## src/rtl/csr_mmio_rr_arbiter.sv

```systemverilog
// ----------------------------------------------------------------------------
// csr_mmio_rr_arbiter
// Shares one MMIO/CSR master port between NUM_REQ requesters. The arbiter
// grants round-robin, keeps one transaction outstanding downstream, and routes
// each response back to the requester that owns it.
//
// Optional feature macro: CSR_ARB_TIMEOUT_EN
//   When it is defined, a WAIT_RSP watchdog of TIMEOUT_CYCLES cycles is built.
//   On expiry the arbiter completes the transaction with rsp_err=1 and
//   all-ones read data. Any late response that arrives afterwards is dropped.
//   When it is undefined, WAIT_RSP waits indefinitely and rsp_err is tied 0.
// ----------------------------------------------------------------------------
module csr_mmio_rr_arbiter #(
   parameter int NUM_REQ        = 2,
   parameter int ADDR_W         = 32,
   parameter int DATA_W         = 64,
   parameter int TIMEOUT_CYCLES = 1024
) (
   input  logic                      clk,
   input  logic                      rst_n,
   input  logic [NUM_REQ-1:0]        req_valid,
   output logic [NUM_REQ-1:0]        req_ready,
   input  logic [NUM_REQ-1:0]        req_write,
   input  logic [NUM_REQ*ADDR_W-1:0] req_addr,
   input  logic [NUM_REQ*DATA_W-1:0] req_wdata,
   output logic [NUM_REQ-1:0]        rsp_valid,
   output logic [DATA_W-1:0]         rsp_rdata,
   output logic                      rsp_err,
   output logic                      m_req_valid,
   input  logic                      m_req_ready,
   output logic                      m_req_write,
   output logic [ADDR_W-1:0]         m_req_addr,
   output logic [DATA_W-1:0]         m_req_wdata,
   input  logic                      m_rsp_valid,
   input  logic [DATA_W-1:0]         m_rsp_rdata,
   output logic                      busy
);

   localparam int PTR_W = (NUM_REQ > 1) ? $clog2(NUM_REQ) : 1;

   localparam logic [1:0] ST_IDLE     = 2'd0;
   localparam logic [1:0] ST_ISSUE    = 2'd1;
   localparam logic [1:0] ST_WAIT_RSP = 2'd2;
   localparam logic [1:0] ST_RESP     = 2'd3;

   logic [1:0]         state;
   logic [PTR_W-1:0]   rr_ptr;
   logic [PTR_W-1:0]   owner;
   logic [PTR_W-1:0]   grant_idx;
   logic [PTR_W-1:0]   next_ptr;
   logic [NUM_REQ-1:0] grant;
   logic               grant_found;
   logic               accept;
   logic               lat_write;
   logic [ADDR_W-1:0]  lat_addr;
   logic [DATA_W-1:0]  lat_wdata;
   logic [DATA_W-1:0]  rdata_q;

`ifdef CSR_ARB_TIMEOUT_EN
   localparam logic [15:0] TMO_LAST = 16'(TIMEOUT_CYCLES - 1);

   logic [15:0] tmo_cnt;
   logic        err_q;
`endif

   // Round-robin search: first valid requester at or above the pointer, wrapping
   always_comb begin
      int               sum;
      logic [PTR_W-1:0] idx;
      grant       = '0;
      grant_idx   = '0;
      grant_found = 1'b0;
      sum         = 0;
      idx         = '0;
      for (int k = 0; k < NUM_REQ; k++) begin
         sum = int'(rr_ptr) + k;
         if (sum >= NUM_REQ) begin
            sum = sum - NUM_REQ;
         end
         idx = PTR_W'(sum);
         if (!grant_found && req_valid[idx]) begin
            grant[idx]  = 1'b1;
            grant_idx   = idx;
            grant_found = 1'b1;
         end
      end
   end

   // Pointer moves to the requester just after the one that was granted
   always_comb begin
      next_ptr = '0;
      if (grant_idx != PTR_W'(NUM_REQ - 1)) begin
         next_ptr = grant_idx + 1'b1;
      end
   end

   // Grants are offered only in IDLE and never while reset is asserted
   always_comb begin
      req_ready = '0;
      accept    = 1'b0;
      if (rst_n && (state == ST_IDLE)) begin
         req_ready = grant;
         accept    = grant_found;
      end
   end

   // One-cycle response strobe aimed at the owner of the finished transaction
   always_comb begin
      rsp_valid = '0;
      if (state == ST_RESP) begin
         rsp_valid[owner] = 1'b1;
      end
   end

   assign m_req_valid = (state == ST_ISSUE);
   assign m_req_write = lat_write;
   assign m_req_addr  = lat_addr;
   assign m_req_wdata = lat_wdata;
   assign rsp_rdata   = rdata_q;
   assign busy        = (state != ST_IDLE);

`ifdef CSR_ARB_TIMEOUT_EN
   assign rsp_err = err_q;
`else
   assign rsp_err = 1'b0;
`endif

   // Transaction FSM: latch the granted request, issue it, await the response, report it
   always_ff @(posedge clk) begin
      if (!rst_n) begin
         state     <= ST_IDLE;
         rr_ptr    <= '0;
         owner     <= '0;
         lat_write <= 1'b0;
         lat_addr  <= '0;
         lat_wdata <= '0;
         rdata_q   <= '0;
`ifdef CSR_ARB_TIMEOUT_EN
         tmo_cnt   <= '0;
         err_q     <= 1'b0;
`endif
      end else begin
         case (state)
            ST_IDLE: begin
               if (accept) begin
                  lat_write <= req_write[grant_idx];
                  lat_addr  <= req_addr[grant_idx*ADDR_W +: ADDR_W];
                  lat_wdata <= req_wdata[grant_idx*DATA_W +: DATA_W];
                  owner     <= grant_idx;
                  rr_ptr    <= next_ptr;
                  state     <= ST_ISSUE;
               end
            end
            ST_ISSUE: begin
               if (m_req_ready) begin
                  state   <= ST_WAIT_RSP;
`ifdef CSR_ARB_TIMEOUT_EN
                  tmo_cnt <= '0;
`endif
               end
            end
            ST_WAIT_RSP: begin
               if (m_rsp_valid) begin
                  rdata_q <= lat_write ? '0 : m_rsp_rdata;
                  state   <= ST_RESP;
`ifdef CSR_ARB_TIMEOUT_EN
                  err_q   <= 1'b0;
               end else if (tmo_cnt == TMO_LAST) begin
                  rdata_q <= '1;
                  err_q   <= 1'b1;
                  state   <= ST_RESP;
               end else begin
                  tmo_cnt <= tmo_cnt + 16'd1;
`endif
               end
            end
            ST_RESP: begin
               state <= ST_IDLE;
            end
            default: begin
               state <= ST_IDLE;
            end
         endcase
      end
   end

endmodule

```

## config.mk

```make
export PLATFORM = sky130hd
export DESIGN_NAME = csr_mmio_rr_arbiter
export DESIGN_NICKNAME = d
export VERILOG_FILES = /design/src/rtl/csr_mmio_rr_arbiter.sv
export SDC_FILE = /design/constraint.sdc
export NUM_CORES = 1
export LEC_CHECK = 0
export CELL_PAD_IN_SITES_DETAIL_PLACEMENT = 0
export CELL_PAD_IN_SITES_GLOBAL_PLACEMENT = 1
export CORE_ASPECT_RATIO = 1.2
export CORE_MARGIN = 2
export CORE_UTILIZATION = 25
export DETAILED_ROUTE_END_ITERATION = 8
export PLACE_DENSITY = 0.8
export SLEW_MARGIN = 5
export SYNTH_ARGS = -nofsm -noshare
export SYNTH_HDL_FRONTEND = slang
export SYNTH_SLANG_ARGS = --single-unit
```

## constraint.sdc

```tcl
create_clock -name clk -period 2.2 [get_ports clk]
set_input_delay 0.66 -clock clk [delete_from_list [all_inputs] [get_ports clk]]
set_output_delay 0.66 -clock clk [all_outputs]
set_load 0.01 [all_outputs]
```

# [Word-level counts from Yosys, hierarchy flattened]
# Cells that the tools add are included.
[totals] word_cells=69 ff_bits=165
[classes] bitwise=1 order_cmp=9 muxes=29 n_shift=2 addsub=4 n_reduce_logical=11 n_eq_ne=6
[ops] cell="$shiftx A128 B8 Y64" n=1
[ops] cell="$mux W64" n=1
[ops] cell="$shiftx A64 B7 Y32" n=1
[ops] cell="$mux W1" n=17
[ops] cell="$mux W2" n=7
[ops] cell="$lt A1 B2 Y1 const B" n=4
[ops] cell="$pmux W2 S4" n=1
[ops] cell="$logic_and A1 B1 Y1" n=5
[ops] cell="$eq A2 B2 Y1 const B" n=2
[ops] cell="$ne A2 B2 Y1 const B" n=2
[ops] cell="$reduce_and A2 Y1" n=2
[ops] cell="$demux W1 S1" n=3
[ops] cell="$ge A1 B1 Y1 const B" n=3
[ops] cell="$reduce_and A3 Y1" n=1
[ops] cell="$add A1 B1 Y2 const B" n=1
[ops] cell="$eq A2 B1 Y1 const B" n=1
[ops] cell="$ge A1 B2 Y1 const B" n=1
[ops] cell="$ge A2 B2 Y1 const B" n=1
[ops] cell="$logic_not A2 Y1" n=1
[ops] cell="$ne A2 B1 Y1 const B" n=1
[ops] cell="$or A2 B2 Y2" n=1
[ops] cell="$reduce_bool A2 Y1" n=1
[ops] cell="$sub A1 B1 Y1 const B" n=2
[ops] cell="$add A1 B1 Y1 const B" n=1
[ops] cell="$logic_not A1 Y1" n=1

# [Longest topological paths before layout]
# Gate-level depths: netlist (run 1).
[logic_depth] word_depth=11 mapped_depth=8

# [Least setup slack after synthesis (run 1)]
# No wires, ideal clock.
[synth_path] kind="input to output" startpoint="input rst_n" endpoint="output req_ready[0]" stages=4 path_slack_ns=0.053 arrival_time_ns=1.487 cell_sequence="buf_2 -> nand2_1 -> buf_2 -> nor3b_1"
[synth_via] elab_chain_len=2
[synth_lines] element="start: declaration" line="20" source="input logic rst_n,"
[synth_lines] element="$logic_and A1 B1 Y1" line="101" source="if (rst_n && (state == ST_IDLE)) begin"
[synth_lines] element="$mux W2" line="101"
[synth_lines] element="end: declaration" line="22" source="output logic [NUM_REQ-1:0] req_ready,"
# Every way passes these cells.

# [Worst setup path after layout (run 1)]
[layout_path] startpoint="input req_valid[1]" endpoint="output req_ready[0]"
[layout_via] elab_chain_len=7 word_cells_on_any_way=11 cone_classes="8 x mux; 1 x bitwise; 2 x reduce/logical"
[layout_lines] element="start: declaration" line="21" source="input logic [NUM_REQ-1:0] req_valid,"
[layout_lines] element="$mux W1 (not written as such) (2 in a row)" line="81" source="if (!grant_found && req_valid[idx]) begin"
[layout_lines] element="$mux W1" line="81"
[layout_lines] element="$logic_not A1 Y1" line="81"
[layout_lines] element="$logic_and A1 B1 Y1" line="81"
[layout_lines] element="$mux W2 (*)" line="81"
[layout_lines] element="$mux W2 (*)" line="101"
# Every way passes the cells marked *; elsewhere a longest branch is shown, timed or not. The select of a mux whose other input is x is not followed.

==> summary.md, run 1 <==
| Metric | Value |
|---|---|
| # DRC | 0 |
| Post-synth EDFFs | 0 |
| Clock buffer depth | 2 |
| TritonRoute pass-1 iters | 5 |
| Top Ports | 432 |
| Initial Util | 0.254 |
| Via count | between 7000 and 8000 |
| CTS buffer count | 17 |
| Synthesized instance count | 760 |
| Post-Syn Nets | around 1000 |
| Total congestion overflow | 0 |
| Fin util | 0.454 |
| Avg Synthesized Cell Area | between 9 and 10 µm² |
| Pwr/cell area | approximately 930 mW/mm² |
| Slew Limit Fails | 0 |
| FILL cells | 2629 |
| Inst Count DP | between 1000 and 1500 |
| CP max-delay cell | dlygate4sd2_1 |
| Fin cells | 1518 |
| Setup Crit Path Kind | primary input to output pin |
| Synth Register Bits | between 150 and 200 |
| Layout cells sized above 1 | 0.0731 |
| Final WL | 28100 µm |
| Vias per Instance | between 4 and 5 |
| Clock sink count | about 170 |
| Status | finished, final reports clean |
| CP max FO | 2 |
| Post-synth top area cell | dfxtp_1 |
| Final period demand of the worst path | 2.10 ns |
| Ys flop type | dfxtp_1 |
| Lkg Pwr | approximately 4.5 nW |
| Max Cap Viol | 0 |
| Vias in the first global route | 7261 |
| Worst path cell trace | dlygate4sd2_1 > and2_4 > nor3b_4 > buf_2 |
| Core box area | ~0.027 mm² |
| Register area share after synthesis | 0.480 |
| Worst Setup End Kind | output pin |
| Hold_buf cts | 0 |
| RSZ-0062 raised after global routing | false |
| Crit-path leading delay family | buffers and inverters |
| Final setup violation count | 0 |
| Worst path max stage delay | between 0.2 and 0.3 ns |
| Final hold violation count | 0 |
| Largest net degree at the start of global routing | between 70 and 80 |
| Die area | between 0.02 and 0.03 mm² |
| Worst-path clk slew | roughly 0.070 ns |
| Ys async rst share | 0 |
| Relative slew slack | 0.627 |
| Row count | 66 |
| Post-synthesis cell area | ~0.007 mm² |
| FMAX | between 0.4 and 0.5 GHz |
| ANT nets after route | 0 |
| WL/cell | between 15 and 20 µm |
| Post-DP HPWL | 20100 µm |
| P&R area growth vs syn | 78.4% |
| Distinct cells, synth | 25 |
| Area contributors post-synth | dfxtp_1 48%, a221o_1 14%, nand2_1 9.0%, nor3_1 7.0%, a21boi_0 7.0% |
| Bufs and invs on worst path | 2 |
| Startpoint Class | primary input |
| Clock skew | slightly below 0.01 ns |
| CP required | about 1.5 ns |
| Initial antenna violation count | 2 |
| Final Total Pwr | 11.5 mW |
| H-tree depth | 4 |
| Fin nets | roughly 1400 |
| I/O Buffers | 430 |
| Hold crit path type | register to register |
| Crit path DAT | around 1.4 ns |
| RePlAce Congestion | 0.768 |
| Die H | approximately 190 µm |
| Worst-skew pair later-pin latency | 0.43 ns |
| Synth top area share | 0.480 |
| Root buf cell | clkbuf_16 |
| Final period utilization | 0.956 |
| Initial DRC Count | just under 400 |
| Worst Max-Slew Pin Slew | between 0.5 and 0.6 ns |
| Die W | between 150 and 200 µm |
| Maximum VDD drop | between 0.0005 and 0.0006 V |
| First-pass GRT wire length | 41700 µm |
| Yosys warns | 0 |
| Total track usage | 0.186 |
| CTS tree | built |
[path summary, 6_finish.rpt]
| path | startpoint | end | slack [ns] | depth (start not counted) |
|---|---|---|---|---|
| max reg2reg | state[1] | m_req_addr[18] | 0.18 | 7 |
| min | rsp_rdata[27] | rsp_rdata[27] | 0.46 | 2 |
| max | req_valid[1] | req_ready[0] | 0.1 | 4 |
| min reg2reg | rsp_rdata[27] | rsp_rdata[27] | 0.46 | 2 |
[cells in the final DEF (no fill, tap or decap), types with 2 or more instances in the layout]
master           instances
buf_12                   7
clkbuf_8                 2
bufinv_16                3
a21boi_0                64
clkinv_4                 2
a21o_1                   2
diode_2                  2
ha_1                     3
buf_4                   29
nor2b_1                  2
a221o_1                 97
inv_6                    2
dlygate4sd2_1            3
buf_2                    3
clkbuf_16               17
clkinvlp_4               4
inv_2                    2
inv_1                    3
clkdlybuf4s50_1        421
dfxtp_1                164
nor3_1                  97
nand3b_1                64
nand2_1                163
buf_6                    2
[what timing repair did]
item                                    4_1_cts  5_1_grt
gates resized for setup                      24        5
endpoints found under the setup margin        6        4
setup buffers                                 1        0
pin swaps                                     0        1
hold endpoints to repair                      0        0
[power by group]
part	internal (mW)	total, mW	leakage, nW	switching (mW)
registers	3.60	3.96	1.35	0.355
clock network	1.86	3.21	0.294	1.34
logic	2.33	4.31	2.81	1.98
[worst min-delay path, delay by kind of cell, from the launching register on]
family / cells / cell delay [ns]
AOI/OAI and AO/OA: 1 / 0.06
and+or+nand+nor: 1 / 0.04
DFF: 1 / 0.31
[cell usage after synthesis (2+ instances only)]
| cell | instances |
|---|---|
| dfxtp_1 | 165 |
| nand2_1 | 165 |
| a221o_1 | 97 |
| nor3_1 | 97 |
| a21boi_0 | 64 |
| nand3b_1 | 64 |
| clkbuf_1 | 48 |
| buf_2 | 22 |
| buf_1 | 7 |
| inv_1 | 5 |
| ha_1 | 4 |
| and2_1 | 3 |
| buf_4 | 3 |
| a21o_1 | 2 |
| buf_6 | 2 |
| nor2b_1 | 2 |
| o21a_1 | 2 |
[registers in the layout, summed over array words and instances (netlist names)]
| name | count |
|---|---|
| m_req_wdata | 64 |
| rsp_rdata | 64 |
| m_req_addr | 32 |
| state | 2 |
| m_req_write | 1 |
| owner | 1 |
| rr_ptr | 1 |
[metal layers]
layer | track usage | vias up | wire length (µm)
met1 | 0.210 | 3472 | 11000
li1 | - | 3562 | -
met3 | 0.0631 | 27 | 2440
met5 | 0 | - | 0
met4 | 0.0594 | 0 | 518
met2 | 0.330 | 317 | 14100
[layout make-up]
class                      instances  area (µm²)  area share
clock inverter                    13         171      0.0139
inverter                           5        18.8     0.00153
timing repair buffer             466        4640       0.378
sequential                       165        3300       0.269
clock buffer                      19         453      0.0369
antenna                            2        5.00    0.000407
tap                              340         425      0.0346
multi-input combinational        508        3270       0.266
[per-stage QoR]
stage	setup WS (ns)	hold WS (ns)	area (µm²)	setup TNS, ns
floorplan	0.0527	0.441	6890	0
global placement	-0.555	0.449	11600	-29.93
detailed placement	-0.621	0.455	11600	-28.92
CTS	0.00371	0.465	12300	0
global route	0.0121	0.484	12300	0
finish	0.0960	0.458	12300	0
[cells by family (layout without fill, tap and decap cells)]
| logic type | count (synthesis) | count (layout) | share of synthesized area |
|---|---|---|---|
| simple gates | 334 | 334 | 0.237 |
| compound gates | 168 | 168 | 0.219 |
| flops | 165 | 165 | 0.480 |
| buf+inv | 87 | 503 | 0.0552 |
| fa+ha+maj | 4 | 4 | 0.00727 |
| other cells | 1 | 3 | 0.000544 |
| mux | 1 | 1 | 0.00145 |
Power figures use the tool's default switching activity.
==> inputs of run 2 (changes only) <==
--- a/config.mk
+++ b/config.mk
@@ -8,10 +8,11 @@
 export CELL_PAD_IN_SITES_DETAIL_PLACEMENT = 0
 export CELL_PAD_IN_SITES_GLOBAL_PLACEMENT = 1
 export CORE_ASPECT_RATIO = 1.2
-export CORE_MARGIN = 2
+export CORE_MARGIN = 10
 export CORE_UTILIZATION = 25
 export DETAILED_ROUTE_END_ITERATION = 8
 export PLACE_DENSITY = 0.8
+export SETUP_SLACK_MARGIN = 0.05
 export SLEW_MARGIN = 5
 export SYNTH_ARGS = -nofsm -noshare
 export SYNTH_HDL_FRONTEND = slang
==> run 2 against run 1 <==
Worst hold slack improved by 0.0015 ns. Critical path depth unchanged. Setup slack got worse by 0.0030 ns. First-iteration DRC count increased by 18%. Fmax decreased by 0.14%. Highest routed layer unchanged.
==> summary.md, run 2 (synthesis gave the netlist of run 1 again) <==
| Metric | Value |
|---|---|
| Initial Util | 0.254 |
| Most frequent cells in the layout | 421 x clkdlybuf4s50_1, 164 x dfxtp_1, 163 x nand2_1 |
| FMAX | between 0.4 and 0.5 GHz |
| Clock sink count | around 170 |
| Final Total Pwr | 11.4 mW |
| First-pass GRT wire length | 45300 µm |
| Final WL | about 30000 µm |
| Fin cells | 1514 |
| Total Negative Setup Slacks | 0 ns |
| Initial antenna violation count | 2 |
| Final period utilization | 0.958 |
| CP max-delay cell | dlygate4sd2_1 |
| RePlAce Congestion | 0.803 |
| Die area | 0.0346 mm² |
| Maximum VDD drop | ~0.00043 V |
| Dpl ws | -0.590 ns |
| Pwr/cell area | about 930 mW/mm² |
| Lkg Pwr | between 4 and 5 nW |
| Initial DRC Count | ~450 |
| Cell area after layout | roughly 0.012 mm² |
| Die H | 202 µm |
| Net switching power | approximately 3.6 mW |
| Root buf cell | clkbuf_16 |
| Total track usage | 0.168 |
| Final hold slack | 0.460 ns |
| Fin util | 0.449 |
| Met2 WL post-DR | ~15000 µm |
| Core box area | between 0.02 and 0.03 mm² |
| Hold crit path type | register to register |
| Startpoint Class | primary input |
| Register share of total power | 0.347 |
| I/O Buffers | 430 |
| CTS tree | built |
| DP Area | between 0.01 and 0.015 mm² |
| Slew Limit Fails | 0 |
| Relative slew slack | 0.570 |
| Final worst slack | just over 0.09 ns |
| Metal-1 WL | between 10000 and 15000 µm |
| Crit-path leading delay family | buffers and inverters |
| Fin nets | between 1000 and 1500 |
| Worst-path clk slew | around 0.060 ns |
| Top Metal Used | met4 |
| WL/cell | just over 20 µm |
| Worst Setup End Kind | output pin |
| H-tree depth | 4 |
| Via count | between 7000 and 8000 |
| TritonRoute pass-1 iters | 6 |
| Layout cells sized above 1 | 0.0683 |
| Commonest non-fill, non-tap cell in the layout | clkdlybuf4s50_1 |
| Final hold violation count | 0 |
| Worst-skew pair later-pin latency | 0.43 ns |
| Reg-to-reg startpoint | state[1] |
| Die W | about 170 µm |
| Reg2Reg Depth | 7 |
| Clk pwr share | 0.272 |
| Vias per Instance | around 4.8 |
| Vias in the first global route | slightly above 7000 |
| Setup Crit Path Kind | primary input to output pin |
| Total congestion overflow | 0 |
| Worst path max stage delay | approximately 0.26 ns |
| Clock skew | between 0.01 and 0.015 ns |
| Status | finished, final reports clean |
| Worst r2r dst | m_req_addr[23] |
| Final setup violation count | 0 |
| P&R area growth vs syn | 77.3% |
| CP required | ~1.5 ns |
| Crit path DAT | roughly 1.5 ns |
| # DRC | 0 |
| RSZ-0062 raised after global routing | true |
| Row count | between 60 and 70 |
| Pint | slightly below 8 mW |
| CP max FO | 2 |
| Clock buffer depth | 2 |
| Critical path launch point | req_valid[1] |
| Critical Path Sink | req_ready[0] |
| Max Cap Viol | 0 |
| Largest net degree at the start of global routing | 93 |
| Post-DP HPWL | 22700 µm |
| Slack of the worst reg-to-reg path | around 0.20 ns |
| Logic pwr share | 0.380 |
| Worst path cell trace | dlygate4sd2_1 > and2_4 > nor3b_2 > buf_2 |
| Metal3 WL | roughly 3700 µm |
| FILL cells | roughly 2700 |
| Inst Count DP | between 1000 and 1500 |
| Bufs and invs on worst path | 2 |
| CTS buffer count | 17 |
| ANT nets after route | 0 |
| Worst path depth | 4 |
| Worst Max-Slew Pin Slew | between 0.6 and 0.7 ns |
| Top Ports | between 400 and 500 |
| Final period demand of the worst path | approximately 2.1 ns |
| Switching share of power | 0.320 |
## run 2: area by class of cell
type                       count  area (µm²)  share of cell area
antenna                        2        5.00            0.000410
clock buffer                  20         447              0.0366
clock inverter                12         151              0.0124
inverter                       5        18.8             0.00154
multi-input combinational    508        3260               0.267
sequential                   165        3300               0.271
tap                          340         425              0.0348
timing repair buffer         462        4600               0.377
## run 2: power by group through the flow
stage          Clock, mW  Sequential, mW  Combinational, mW
2_1_floorplan          0            4.23               1.65
3_3_place_gp           0            3.99               4.36
3_5_place_dp           0            3.98               4.37
4_1_cts             3.19            3.94               4.37
5_1_grt             3.30            4.01               4.66
6_report            3.09            3.95               4.32
## run 2: what timing repair did
| action | CTS | global route |
|---|---|---|
| resized for setup | 27 | 4 |
| endpoints found under the setup margin | 62 | 19 |
| hold buffers | 0 | 0 |
| buffers inserted | 0 | 0 |
## run 2: how the worst min path moves through the flow
stage                     slack, ns       endpoint           from  cells after the start
final                          0.46  rsp_rdata[36]  rsp_rdata[36]                      2
after global routing           0.48  rsp_rdata[56]  rsp_rdata[56]                      2
after CTS                      0.46  rsp_rdata[18]  rsp_rdata[18]                      2
after detailed placement       0.46  rsp_rdata[18]  rsp_rdata[18]                      2
after global placement         0.45  rsp_rdata[60]  rsp_rdata[60]                      2
after floorplan                0.44         rr_ptr         rr_ptr                      1
## run 2: metal layers
metal	vias to the layer above	GRT usage
met5	-	0
met4	0	0.0476
met3	21	0.0825
met2	308	0.277
met1	3345	0.187
li1	3557	-
## run 2: worst min-delay path, cell delays in order (launching register included)
cell	delay, ns
dfxtp_1	0.31
nand2_1	0.05
a21boi_0	0.06
==> inputs of run 3 (changes only) <==
--- a/config.mk
+++ b/config.mk
@@ -9,9 +9,9 @@
 export CELL_PAD_IN_SITES_GLOBAL_PLACEMENT = 1
 export CORE_ASPECT_RATIO = 1.2
 export CORE_MARGIN = 10
-export CORE_UTILIZATION = 25
+export CORE_UTILIZATION = 26
 export DETAILED_ROUTE_END_ITERATION = 8
-export PLACE_DENSITY = 0.8
+export PLACE_DENSITY = 0.82
 export SETUP_SLACK_MARGIN = 0.05
 export SLEW_MARGIN = 5
 export SYNTH_ARGS = -nofsm -noshare
==> run 3 against run 2 <==
Critical path depth is the same. Combinational power is 0.9% higher. Critical path type unchanged. Highest routed layer unchanged. Sequential power barely moved. Sequential share of layout area hardly changed. Fmax up 0.16%. Count of clock-buffer cells in the layout up 3. Critical endpoint unchanged. Die area shrank 3.4%. Non-clock buffer count grew 4. Utilization increased by 1.7 points. Final area is 0.12% higher. Clock power is 3% lower.
==> summary.md, run 3 (synthesis gave the netlist of run 1 again) <==
| Metric | Value |
|---|---|
| Status | finished, final reports clean |
| Final hold violation count | 0 |
| FMAX | ~0.48 GHz |
| Hold path startpoint | rsp_rdata[37] |
| Vias in the first global route | roughly 7600 |
| Fin cells | 1511 |
| CP max-delay cell | dlygate4sd2_1 |
| Commonest non-fill, non-tap cell in the layout | clkdlybuf4s50_1 |
| P&R area growth vs syn | 77.5% |
| CP required | approximately 1.5 ns |
| Final WL | 31300 µm |
| # diodes | 0 |
| TritonRoute pass-1 iters | 4 |
| Core box area | ~0.026 mm² |
| Total track usage | 0.177 |
| Top Ports | roughly 430 |
| Clock sink count | approximately 170 |
| WL/cell | 20.7 µm |
| Worst path max stage delay | between 0.2 and 0.3 ns |
| Setup Crit Path Kind | primary input to output pin |
| Total congestion overflow | 0 |
| Maximum VDD drop | ~0.0004 V |
| Final Total Pwr | 11.3 mW |
| DP Area | 0.0116 mm² |
| Die area | about 0.033 mm² |
| Initial antenna violation count | 2 |
| Reg2Reg Depth | 7 |
| Worst Setup End Kind | output pin |
| Worst-skew pair later-pin latency | 0.43 ns |
| # DRC | 0 |
| Relative slew slack | 0.430 |
| Hold crit path type | register to register |
| Worst path cell trace | dlygate4sd2_1 > and2_4 > nor3b_4 > buf_2 |
| Crit-path leading delay family | buffers and inverters |
| Final hold slack | 0.461 ns |
| FILL cells | around 2600 |
| Initial Util | 0.263 |
| Hold Path Stages | 2 |
| Cell area after layout | between 0.01 and 0.015 mm² |
| Largest net degree at the start of global routing | about 100 |
| Inst Count DP | approximately 1500 |
| Clock skew | approximately 0.0098 ns |
| Footprint of the multi-input gates | about 0.0033 mm² |
| Slew Limit Fails | 0 |
| Die W | ~170 µm |
| Post-DP HPWL | 23200 µm |
| Final period utilization | 0.956 |
| CP max FO | 2 |
| Vias per Instance | ~5 |
| CTS tree | built |
| Fin nets | 1431 |
| Row count | 65 |
| Final setup violation count | 0 |
| Clock buffer depth | 2 |
| Bufs and invs on worst path | 2 |
| Lkg Pwr | 4.44 nW |
| RSZ-0062 raised after global routing | true |
| Reg-to-reg startpoint | state[0] |
| Layout cells sized above 1 | 0.0723 |
| Pwr/cell area | 926 mW/mm² |
| Via count | around 7400 |
| Startpoint Class | primary input |
| Worst-path clk slew | 0.07 ns |
| Critical path launch point | req_valid[1] |
| CTS buffer count | 17 |
| H-tree depth | 4 |
| Die H | 198 µm |
| I/O Buffers | 430 |
| Slack of the worst reg-to-reg path | approximately 0.23 ns |
| ANT nets after route | 0 |
| Final period demand of the worst path | between 2 and 2.5 ns |
| WHS Endpoint | rsp_rdata[37] |
| Most frequent cells in the layout | 421 x clkdlybuf4s50_1, 165 x dfxtp_1, 163 x nand2_1 |
| Crit path DAT | 1.44 ns |
| RePlAce Congestion | between 0.8 and 0.9 |
| Initial DRC Count | 470 |
| Register area | between 0.003 and 0.004 mm² |
| Worst Max-Slew Pin Slew | between 0.8 and 0.9 ns |
| Root buf cell | clkbuf_16 |
| Max Cap Viol | 0 |
| Worst r2r dst | m_req_addr[26] |
| First-pass GRT wire length | 46600 µm |
run 3: cell count changes in the layout (fill, tap and decap cells not counted), moves of 2 or more:
| cell | previous run | this run |
|---|---|---|
| bufinv_16 | 3 | 1 |
| clkinv_2 | 4 | 1 |
| buf_6 | 1 | 4 |
| diode_2 | 2 | 0 |
| clkinv_4 | 1 | 3 |
| buf_4 | 26 | 28 |
| clkbuf_8 | 1 | 5 |
run 3: power by group:
group / leakage (nW) / internal (mW) / switching, mW / total (mW)
Combinational: 2.81 / 2.34 / 2.03 / 4.36
Clock: 0.282 / 1.72 / 1.29 / 3.01
Sequential: 1.35 / 3.60 / 0.351 / 3.95
Total: 4.44 / 7.66 / 3.66 / 11.3
run 3: cell type report:
cell class,count,area share
clock buffer,23,0.0407
clock inverter,9,0.00757
inverter,5,0.00154
multi-input combinational,508,0.267
sequential,165,0.270
tap,335,0.0343
timing repair buffer,466,0.379
run 3: through the flow:
stage / worst slack (ns) / setup TNS, ns / utilization
floorplan: 0.0527 / 0 / -
global placement: -0.636 / -54.23 / 0.443
detailed placement: -0.614 / -53.30 / 0.443
CTS: 0.0165 / 0 / 0.466
global route: 0.0371 / 0 / 0.467
finish: 0.0964 / 0 / 0.467
run 3: worst reg2reg max path, delay by kind of cell, from the launching register on:
family | cells | cell delay, ns
AOI/OAI and AO/OA | 1 | 0.29
and+or+nand+nor | 2 | 0.19
adders and majority gates | 1 | 0.17
buffers and inverters | 3 | 0.85
DFF | 1 | 0.35
run 3: what timing repair did:
| action | CTS | global route |
|---|---|---|
| setup endpoints to repair | 103 | 77 |
| hold endpoints to repair | 0 | 0 |
| resized for setup | 29 | 6 |
| hold buffers | 0 | 0 |
| cloned | 0 | 0 |
| setup buffers | 1 | 0 |
run 3: worst max-delay path by stage:
| stage | cells past startpoint | to | slack, ns |
|---|---|---|---|
| 3_3_place_gp | 4 | req_ready[0] | -0.64 |
| 2_1_floorplan | 4 | req_ready[0] | 0.05 |
| 4_1_cts | 5 | req_ready[0] | 0.02 |
| 5_1_grt | 4 | rsp_valid[0] | 0.04 |
| 3_5_place_dp | 4 | req_ready[0] | -0.61 |
| 6_report | 4 | req_ready[0] | 0.1 |
run 3: layer usage:
metal / global-route usage / share of wire
met1: 0.200 / 0.40
met2: 0.295 / 0.49
met3: 0.0805 / 0.098
met4: 0.0513 / 0.015
met5: 0 / 0
